`config.mk`:
```
export PLATFORM = sky130hd
export DESIGN_NAME = if_read
export DESIGN_NICKNAME = d
export VERILOG_FILES = /design/src/rtl/ifmap_pkg.sv /design/src/rtl/if_read_skid.sv /design/src/rtl/if_read.sv
export SDC_FILE = /design/constraint.sdc
export NUM_CORES = 1
export LEC_CHECK = 0
export ABC_CLOCK_PERIOD_IN_PS = 6800
export BUFFER_PORTS_ARGS = -buffer_cell sky130_fd_sc_hd__buf_2
export CAP_MARGIN = 20
export CORE_MARGIN = 1.5
export CORE_UTILIZATION = 59
export DETAILED_ROUTE_END_ITERATION = 7
export PLACE_DENSITY = 0.9
export SYNTH_ARGS = -nofsm -noshare
export SYNTH_HDL_FRONTEND = slang
export SYNTH_SLANG_ARGS = --single-unit
```
`constraint.sdc`:
```
create_clock -name clk -period 6.8 [get_ports clk]
set_input_delay 0.34 -clock clk [delete_from_list [all_inputs] [get_ports clk]]
set_output_delay 0.34 -clock clk [all_outputs]
set_load 0.03 [all_outputs]
```
`src/rtl/ifmap_pkg.sv`:
```
// ifmap_pkg: ifmap SRAM geometry and read-stage FSM encoding,
// shared by the ifmap store and read stages.
package ifmap_pkg;

  localparam int IFMAP_SRAM_ADDBITS    = 11;
  localparam int IFMAP_SRAM_DATA_WIDTH = 64;
  localparam int IF_ROW_WORDS          = 264;
  localparam int IF_ROWS               = 3;

  typedef enum logic [1:0] {
    IDLE  = 2'd0,
    RUN   = 2'd1,
    DRAIN = 2'd2,
    DONE  = 2'd3
  } if_state_e;

  function automatic int if_num_words(input int rows, input int row_words);
    return rows * row_words;
  endfunction

endpackage

```
`src/rtl/if_read_skid.sv`:
```
// if_read_skid: 2-entry FIFO; absorbs SRAM read latency and
// downstream backpressure. Push and pop may coincide.
module if_read_skid #(
  parameter int W = 64
) (
  input  logic         clk,
  input  logic         reset,
  input  logic         push_i,
  input  logic [W-1:0] push_data_i,
  input  logic         pop_i,
  output logic [W-1:0] head_o,
  output logic [1:0]   count_o,
  output logic         empty_o
);

  logic [W-1:0] mem0_q, mem0_d;
  logic [W-1:0] mem1_q, mem1_d;
  logic         wr_ptr_q, wr_ptr_d;
  logic         rd_ptr_q, rd_ptr_d;
  logic [1:0]   count_q, count_d;
  logic         do_pop;
  logic         full;

  assign empty_o = (count_q == 2'd0);
  assign full    = (count_q == 2'd2);
  assign count_o = count_q;
  assign head_o  = rd_ptr_q ? mem1_q : mem0_q;
  assign do_pop  = pop_i & ~empty_o;

  always_comb begin
    mem0_d   = mem0_q;
    mem1_d   = mem1_q;
    wr_ptr_d = wr_ptr_q;
    rd_ptr_d = rd_ptr_q;
    if (push_i) begin
      if (wr_ptr_q) mem1_d = push_data_i;
      else          mem0_d = push_data_i;
      wr_ptr_d = ~wr_ptr_q;
    end
    if (do_pop) rd_ptr_d = ~rd_ptr_q;
    count_d = count_q + {1'b0, push_i} - {1'b0, do_pop};
  end

  always_ff @(posedge clk or posedge reset) begin
    if (reset) begin
      mem0_q   <= '0;
      mem1_q   <= '0;
      wr_ptr_q <= 1'b0;
      rd_ptr_q <= 1'b0;
      count_q  <= 2'd0;
    end else begin
      mem0_q   <= mem0_d;
      mem1_q   <= mem1_d;
      wr_ptr_q <= wr_ptr_d;
      rd_ptr_q <= rd_ptr_d;
      count_q  <= count_d;
    end
  end

  // Upstream issue throttling must keep a push away from a full buffer.
  a_no_overflow: assert property (
    @(posedge clk) disable iff (reset) !(push_i && full)
  );

endmodule

```
`src/rtl/if_read.sv`:
```
// if_read: reads the ifmap SRAM back column-interleaved across
// rows and streams the words to the PE feeder over valid/ready.
module if_read
  import ifmap_pkg::*;
#(
  parameter int TBITS     = IFMAP_SRAM_DATA_WIDTH,
  parameter int ADDR_BITS = IFMAP_SRAM_ADDBITS,
  parameter int ROW_WORDS = IF_ROW_WORDS,
  parameter int ROWS      = IF_ROWS
) (
  input  logic                 clk,
  input  logic                 reset,
  input  logic                 start_if_read,
  output logic                 if_read_busy,
  output logic                 if_read_done,
  output logic                 cen_ifsram,
  output logic                 wen_ifsram,
  output logic [ADDR_BITS-1:0] addr_ifsram,
  input  logic [TBITS-1:0]     dout_ifsram,
  output logic [TBITS-1:0]     ifread_data_dout,
  output logic                 ifread_valid_dout,
  input  logic                 ifread_ready_din
);

  localparam int NUM_WORDS = if_num_words(ROWS, ROW_WORDS);
  localparam int CB = (ROW_WORDS > 1) ? $clog2(ROW_WORDS) : 1;
  localparam int RB = (ROWS > 1) ? $clog2(ROWS) : 1;

  if (NUM_WORDS - 1 >= (1 << ADDR_BITS)) begin : g_addr_chk
    $error("if_read: NUM_WORDS-1 does not fit in ADDR_BITS");
  end

  if_state_e      state_q, state_d;
  logic [RB-1:0]  row_q, row_d;
  logic [CB-1:0]  col_q, col_d;
  logic           inflight_q, inflight_d;

  logic [1:0]     buf_count;
  logic           buf_empty;
  logic           pop;
  logic [2:0]     occ;
  logic           issue;
  logic           row_wrap;
  logic           col_wrap;
  logic           last_issue;

  assign pop = ifread_valid_dout & ifread_ready_din;
  // Occupancy after this edge's pop; an issue keeps it at most 2.
  assign occ = {1'b0, buf_count} + {2'b0, inflight_q} - {2'b0, pop};
  assign issue      = (state_q == RUN) && (occ < 3'd2);
  assign row_wrap   = (row_q == RB'(ROWS - 1));
  assign col_wrap   = (col_q == CB'(ROW_WORDS - 1));
  assign last_issue = issue & row_wrap & col_wrap;

  assign cen_ifsram  = ~issue;
  assign wen_ifsram  = 1'b1;
  assign addr_ifsram = ADDR_BITS'(row_q) * ADDR_BITS'(ROW_WORDS)
                     + ADDR_BITS'(col_q);

  assign inflight_d = issue;

  always_comb begin
    row_d = row_q;
    col_d = col_q;
    if (issue) begin
      row_d = row_wrap ? '0 : row_q + 1'b1;
      if (row_wrap) col_d = col_wrap ? '0 : col_q + 1'b1;
    end
  end

  always_comb begin
    state_d      = state_q;
    if_read_busy = 1'b0;
    if_read_done = 1'b0;
    unique case (state_q)
      IDLE: begin
        if (start_if_read) state_d = RUN;
      end
      RUN: begin
        if_read_busy = 1'b1;
        if (last_issue) state_d = DRAIN;
      end
      DRAIN: begin
        if_read_busy = 1'b1;
        if (!inflight_q && buf_empty) state_d = DONE;
      end
      DONE: begin
        if_read_done = 1'b1;
        state_d      = IDLE;
      end
      default: state_d = IDLE;
    endcase
  end

  always_ff @(posedge clk or posedge reset) begin
    if (reset) begin
      state_q    <= IDLE;
      row_q      <= '0;
      col_q      <= '0;
      inflight_q <= 1'b0;
    end else begin
      state_q    <= state_d;
      row_q      <= row_d;
      col_q      <= col_d;
      inflight_q <= inflight_d;
    end
  end

  if_read_skid #(
    .W (TBITS)
  ) u_skid (
    .clk         (clk),
    .reset       (reset),
    .push_i      (inflight_q),
    .push_data_i (dout_ifsram),
    .pop_i       (pop),
    .head_o      (ifread_data_dout),
    .count_o     (buf_count),
    .empty_o     (buf_empty)
  );

  assign ifread_valid_dout = ~buf_empty;

endmodule

```
=== Word level (Yosys, flattened, before mapping) ===
Index checks and enable logic that the tools add are counted.
W data, S select, Z words.

* Multiplexer cells: 9
* Bitwise gates (word level): 8
* Eq/ne operators: 8
* Reduce and logical (&&, ||, !) cells: 10
* Add/sub/neg operators: 7
* Order comparisons: 1
* $mul: 1

{| class="wikitable"
|+ Operators with widths
! kind !! number
|-
| $mux W64 || 1
|-
| $add A11 B9 Y11 || 1
|-
| $add A9 B1 Y9 const B || 1
|-
| $eq A9 B9 Y1 const B || 1
|-
| $mux W9 || 1
|-
| $mul A2 B6 Y8 const B || 1
|-
| $mux W2 || 4
|-
| $pmux W2 S4 || 1
|-
| $eq A2 B2 Y1 const B || 3
|-
| $ne A2 B2 Y1 const B || 3
|-
| $reduce_and A2 Y1 || 3
|-
| $and A1 B1 Y1 || 4
|-
| $logic_not A2 Y1 || 2
|-
| $not A1 Y1 || 4
|-
| $add A2 B1 Y3 || 1
|-
| $lt A3 B2 Y1 const B || 1
|-
| $reduce_and A3 Y1 || 1
|-
| $sub A3 B1 Y3 || 1
|-
| $add A2 B1 Y2 || 1
|-
| $add A2 B1 Y2 const B || 1
|-
| $eq A2 B1 Y1 const B || 1
|-
| $logic_and A1 B1 Y1 || 2
|-
| $mux W1 || 2
|-
| $reduce_or A2 Y1 || 1
|-
| other kinds (2) || 2
|}

* Input port bits: 68
* Register bits: 146
* Word-level logic and storage cells: 53

=== Logic depth before layout (Yosys ltp) ===
* Depth in word-level cells: 10
* Depth in mapped cells: 12

=== Cells and area by module ===
A second synthesis with hierarchy kept.

* Cells, all modules: 465
* Area, all modules: 7056.8 um^2

{| class="wikitable"
|+ Modules (own cells, without submodules)
! module !! area an instance (um^2) !! seq. area each (um^2) !! cells an instance !! times used
|-
| if_read_skid || 6024.5 || 3303.2 || 357 || 1
|-
| if_read || 1032.2 || 350.3 || 108 || 1
|}

=== Worst setup path after synthesis ===
No wires, ideal clock.

* Path kind: register to register
* From: register u_skid.count_q[1] (netlist: u_skid.count_o[1])
* To: register state_q[1]
* Stages on the path, launching flop included: 12
* Data arrival time: 3.010 ns
* Required time: 6.675 ns
* Setup slack: 3.665 ns
* Cell sequence: dfrtp_1 or2_2 and2_1 ha_1 inv_1 ha_1 inv_1 fa_1 nand4b_1 and4bb_4 o221a_4 mux2_4

* Word-level cells in the longest chain between the ends: 10
* Elaborated cells on any way between the ends: 13

{| class="wikitable"
|+ RTL lines
! item !! line !! RTL
|-
| from (decl) || if_read_skid.sv:20 || <nowiki>logic [1:0] count_q, count_d;</nowiki>
|-
| from (signal assigned) || if_read_skid.sv:56 || <nowiki>count_q <= count_d;</nowiki>
|-
| $logic_not A2 Y1 || if_read_skid.sv:24 || <nowiki>assign empty_o = (count_q == 2'd0);</nowiki>
|-
| $not A1 Y1 || if_read.sv:122 || <nowiki>assign ifread_valid_dout = ~buf_empty;</nowiki>
|-
| via ifread_valid_dout || if_read.sv:21 || <nowiki>output logic ifread_valid_dout,</nowiki>
|-
| $and A1 B1 Y1 || if_read.sv:47 || <nowiki>assign pop = ifread_valid_dout & ifread_ready_din;</nowiki>
|-
| $sub A3 B1 Y3 || if_read.sv:49 || <nowiki>assign occ = {1'b0, buf_count} + {2'b0, inflight_q} - {2'b0, pop};</nowiki>
|-
| $lt A3 B2 Y1 || if_read.sv:50 || <nowiki>assign issue = (state_q == RUN) && (occ < 3'd2);</nowiki>
|-
| $logic_and A1 B1 Y1 || if_read.sv:50 ||
|-
| $and A1 B1 Y1 (2 in a row) || if_read.sv:53 || <nowiki>assign last_issue = issue & row_wrap & col_wrap;</nowiki>
|-
| $ne A2 B2 Y1 (no source line) || n/a ||
|-
| $reduce_and A3 Y1 (no source line) || n/a ||
|-
| to (signal assigned) || if_read.sv:102 || <nowiki>state_q <= state_d;</nowiki>
|-
| to (decl) || if_read.sv:33 || <nowiki>if_state_e state_q, state_d;</nowiki>
|}

The timed path passes the listed nets, and every way through them passes these cells.
A chain may end at the register's enable or synchronous reset.

=== Worst setup path after layout ===
* From: register u_skid.count_q[1] (netlist: u_skid.count_o[1])
* To: output port cen_ifsram

* Word-level cells in the longest chain between the ends: 7
* Elaborated cells on any way between the ends: 8

{| class="wikitable"
|+ RTL lines
! item !! line !! RTL
|-
| parallel branches: the longest is 3 deep, another holds $add A2 B1 Y3 || n/a ||
|-
| $sub A3 B1 Y3 (*) || if_read.sv:49 ||
|-
| $lt A3 B2 Y1 (*) || if_read.sv:50 ||
|-
| $logic_and A1 B1 Y1 (*) || if_read.sv:50 ||
|-
| $not A1 Y1 (*) || if_read.sv:55 || <nowiki>assign cen_ifsram = ~issue;</nowiki>
|-
| to (decl) || if_read.sv:16 || <nowiki>output logic cen_ifsram,</nowiki>
|}

Mark *: on every way between the ends.

==> impl_metrics.env <==
export IMPL_core_um2=10940
export IMPL_synth_edf_count=0
export IMPL_cts_hold_buf=0
export IMPL_final_cell_mix="mux2_2 (192), buf_2 (146), dfrtp_1 (145), clkbuf_16 (17), inv_1 (14)"
export IMPL_crit_required_ns=6.46
export IMPL_ys_async_sr_fraction=1.000
export IMPL_syn_instance_count=459
export IMPL_io_buffers=146
export IMPL_grt_start_max_net_pins=83
export IMPL_antenna_found_initial=0
export IMPL_timing_fmax_mhz=284.9
export IMPL_area_growth_pct=21.20
export IMPL_finalHoldViolations=6
export IMPL_fp_row_count=38
export IMPL_synth_ff_type="dfrtp_1"
export IMPL_violations="negative hold slack"
export IMPL_reg2reg_from="u_skid.count_o[1]$_DFF_PP0_"
export IMPL_synth_nets=539
export IMPL_hold_class="primary input to async pin"
export IMPL_grt_pass1_vias=4486
export IMPL_crit_type="register to primary output"
export IMPL_setup_violations_final=0
export IMPL_overflow=0
export IMPL_clk_pin_slew_ns=0.06
export IMPL_clockBufferDepth=2
export IMPL_dieArea_um2=11950
export IMPL_synth_xor_area_frac=0.02082
export IMPL_die_h_um=109.3
export IMPL_diodes=0
export IMPL_rsz0062_at_grt="false"
export IMPL_ir_drop_uv=338.1
export IMPL_status="complete, but fails checks"
export IMPL_initial_core_util=0.6100
export IMPL_num_io_pins=148
export IMPL_synth_area_um2=6670
export IMPL_startpoint="u_skid.count_o[1]$_DFF_PP0_"
export IMPL_setup_tns_ns=0
export IMPL_firstDrtPassIters=4
export IMPL_cts_buffers=17
export IMPL_cp_max_fo=5
export IMPL_ys_warnings_count=0
export IMPL_clk_latency_ns=0.41
export IMPL_slew_headroom=0.4759
export IMPL_vias=4142
export IMPL_layout_commonest_cell="mux2_2"
export IMPL_endpoint_kind="primary output"
export IMPL_postRouteWirelength_um=13510
export IMPL_nNetsFinal=680
export IMPL_yosysUniqueCellTypes=37
export IMPL_viasPerCell=5.501
export IMPL_avgSynthCellArea_um2=14.53
export IMPL_power_density_nw_per_um2=581.6
export IMPL_finClkSkew_ns=0.003571
export IMPL_clock_tree_root_cell="clkbuf_16"
export IMPL_gp_congestion=0.8516
export IMPL_dpl_hpwl_um=9034
export IMPL_htree_num_levels=4
export IMPL_ys_seq_area_frac=0.5477
export IMPL_min_period_ns=3.510
export IMPL_synth_top_family_by_area="multiplexers"
export IMPL_die_w_um=109.3
export IMPL_tritoncts="done"
export IMPL_grt_pass1_wl_um=21330
export IMPL_power_leakage_nw=3.705
export IMPL_cts_resized=0
export IMPL_grtUsageTotal=0.2365
export IMPL_cp_arrival_ns=3.17
export IMPL_wire_per_inst_um=17.94
export IMPL_max_slew_worst_pin_slew_ns=0.7861
export IMPL_yosys_area_share_simple=0.03508
export IMPL_drive_above_1_share=0.6248
export IMPL_drc=0
export IMPL_ant_nets=0
export IMPL_synth_compound_area_share=0.01276
export IMPL_whs_ns=-0.005609
export IMPL_maxCapViolCount=0
export IMPL_synth_seq_cells=146
export IMPL_report_final_slew_viol_count=0
export IMPL_clock_sinks=146
export IMPL_critPathLaunchType="register"
export IMPL_post_cts_buffers=0
export IMPL_muxShareOfSynthArea=0.3264
export IMPL_synthAdderAreaFrac=0.02476
export IMPL_finalCritPeriodShare=0.5162
export IMPL_drtIter0Drc=139
-- layout make-up --
type / count / area [µm²]
fillers: 703 / 2851
inverters: 15 / 61.31
repair buffers: 151 / 788.3
clock inverters: 3 / 40.04
well taps: 140 / 175.2
flip-flops and latches: 146 / 3655
multi-input cells: 269 / 2814
clock buffers: 29 / 550.5
-- Yosys cell counts, types with 2 or more instances --
master    number  area [µm²]
mux2_2       192        2162
dfrtp_1      146        3654
buf_2         20       100.1
inv_1         15       56.30
ha_1          10       125.1
xnor2_1       10       87.58
nor2_1         7       26.28
buf_4          6       45.04
nand3_1        6       30.03
nand2_1        5       18.77
xor2_1         4       35.03
and2_1         3       18.77
clkbuf_1       3       11.26
nand4_1        3       18.77
nor2b_1        3       18.77
o21ai_0        3       15.01
a41oi_1        2       17.52
fa_1           2       40.04
-- critical path, stage by stage (launching register included) --
cell,delay (ns)
dfrtp_1,0.44
or2_2,0.34
and2_1,0.19
ha_1,0.27
inv_1,0.06
ha_1,0.13
inv_1,0.05
fa_1,0.53
inv_1,0.08
or3_1,0.45
buf_2,0.21
-- cells by family after synthesis --
family / Yosys count
buf+inv: 44
simple gates: 38
other cells: 1
fa+ha+maj: 12
compound gates: 10
mux: 193
xor+xnor: 15
flops: 146
-- state kept, by name, indices dropped and copies added, names as in the netlist, 2 cells and up --
name and cells:
row_q 2, u_skid.mem1_q 64, u_skid.mem0_q 64, state_q 2, u_skid.count_o 2, col_q 9
-- worst paths after layout --
path / end / slack (ns) / cells past startpoint
min in group clk: u_skid.mem1_q[6]$_DFFE_PP0P_ / 0.17 / 2
max in group asynchronous: u_skid.rd_ptr_q$_DFFE_PP0P_ / 5.70 / 4
min: u_skid.mem1_q[25]$_DFFE_PP0P_ / -0.006 / 2
max reg2reg: state_q[1]$_DFFE_PP0P_ / 3.54 / 11
min reg2reg: u_skid.mem1_q[20]$_DFFE_PP0P_ / 0.50 / 1
max: cen_ifsram / 3.29 / 10
-- stage by stage --
step	instance area, µm²	utilization	instances	setup slack (ns)	power [mW]
5_1_grt	8084	0.7392	753	3.148	4.951
3_3_place_gp	7466	0.6827	720	3.703	3.689
4_1_cts	8056	0.7367	752	3.286	4.740
3_5_place_dp	7466	0.6827	720	3.566	3.810
6_report	8084	0.7392	753	3.290	4.701
2_1_floorplan	6670	-	459	2.537	3.256
-- per-layer routing --
metal | wire (µm) | share of wire | vias up | global-route usage
li1 | - | - | 1906 | -
met1 | 5408 | 0.40 | 2100 | 0.2799
met2 | 7108 | 0.53 | 111 | 0.3975
met3 | 687 | 0.051 | 25 | 0.06461
met4 | 303 | 0.022 | 0 | 0.1169
met5 | 0 | 0 | - | 0
-- where the power goes --
part	internal (mW)	switching, mW	leakage (nW)
clock network	0.581	0.325	0.294
logic	0.977	1.24	1.69
registers	1.30	0.277	1.72
No activity file was read; power rests on OpenSTA's default activity.
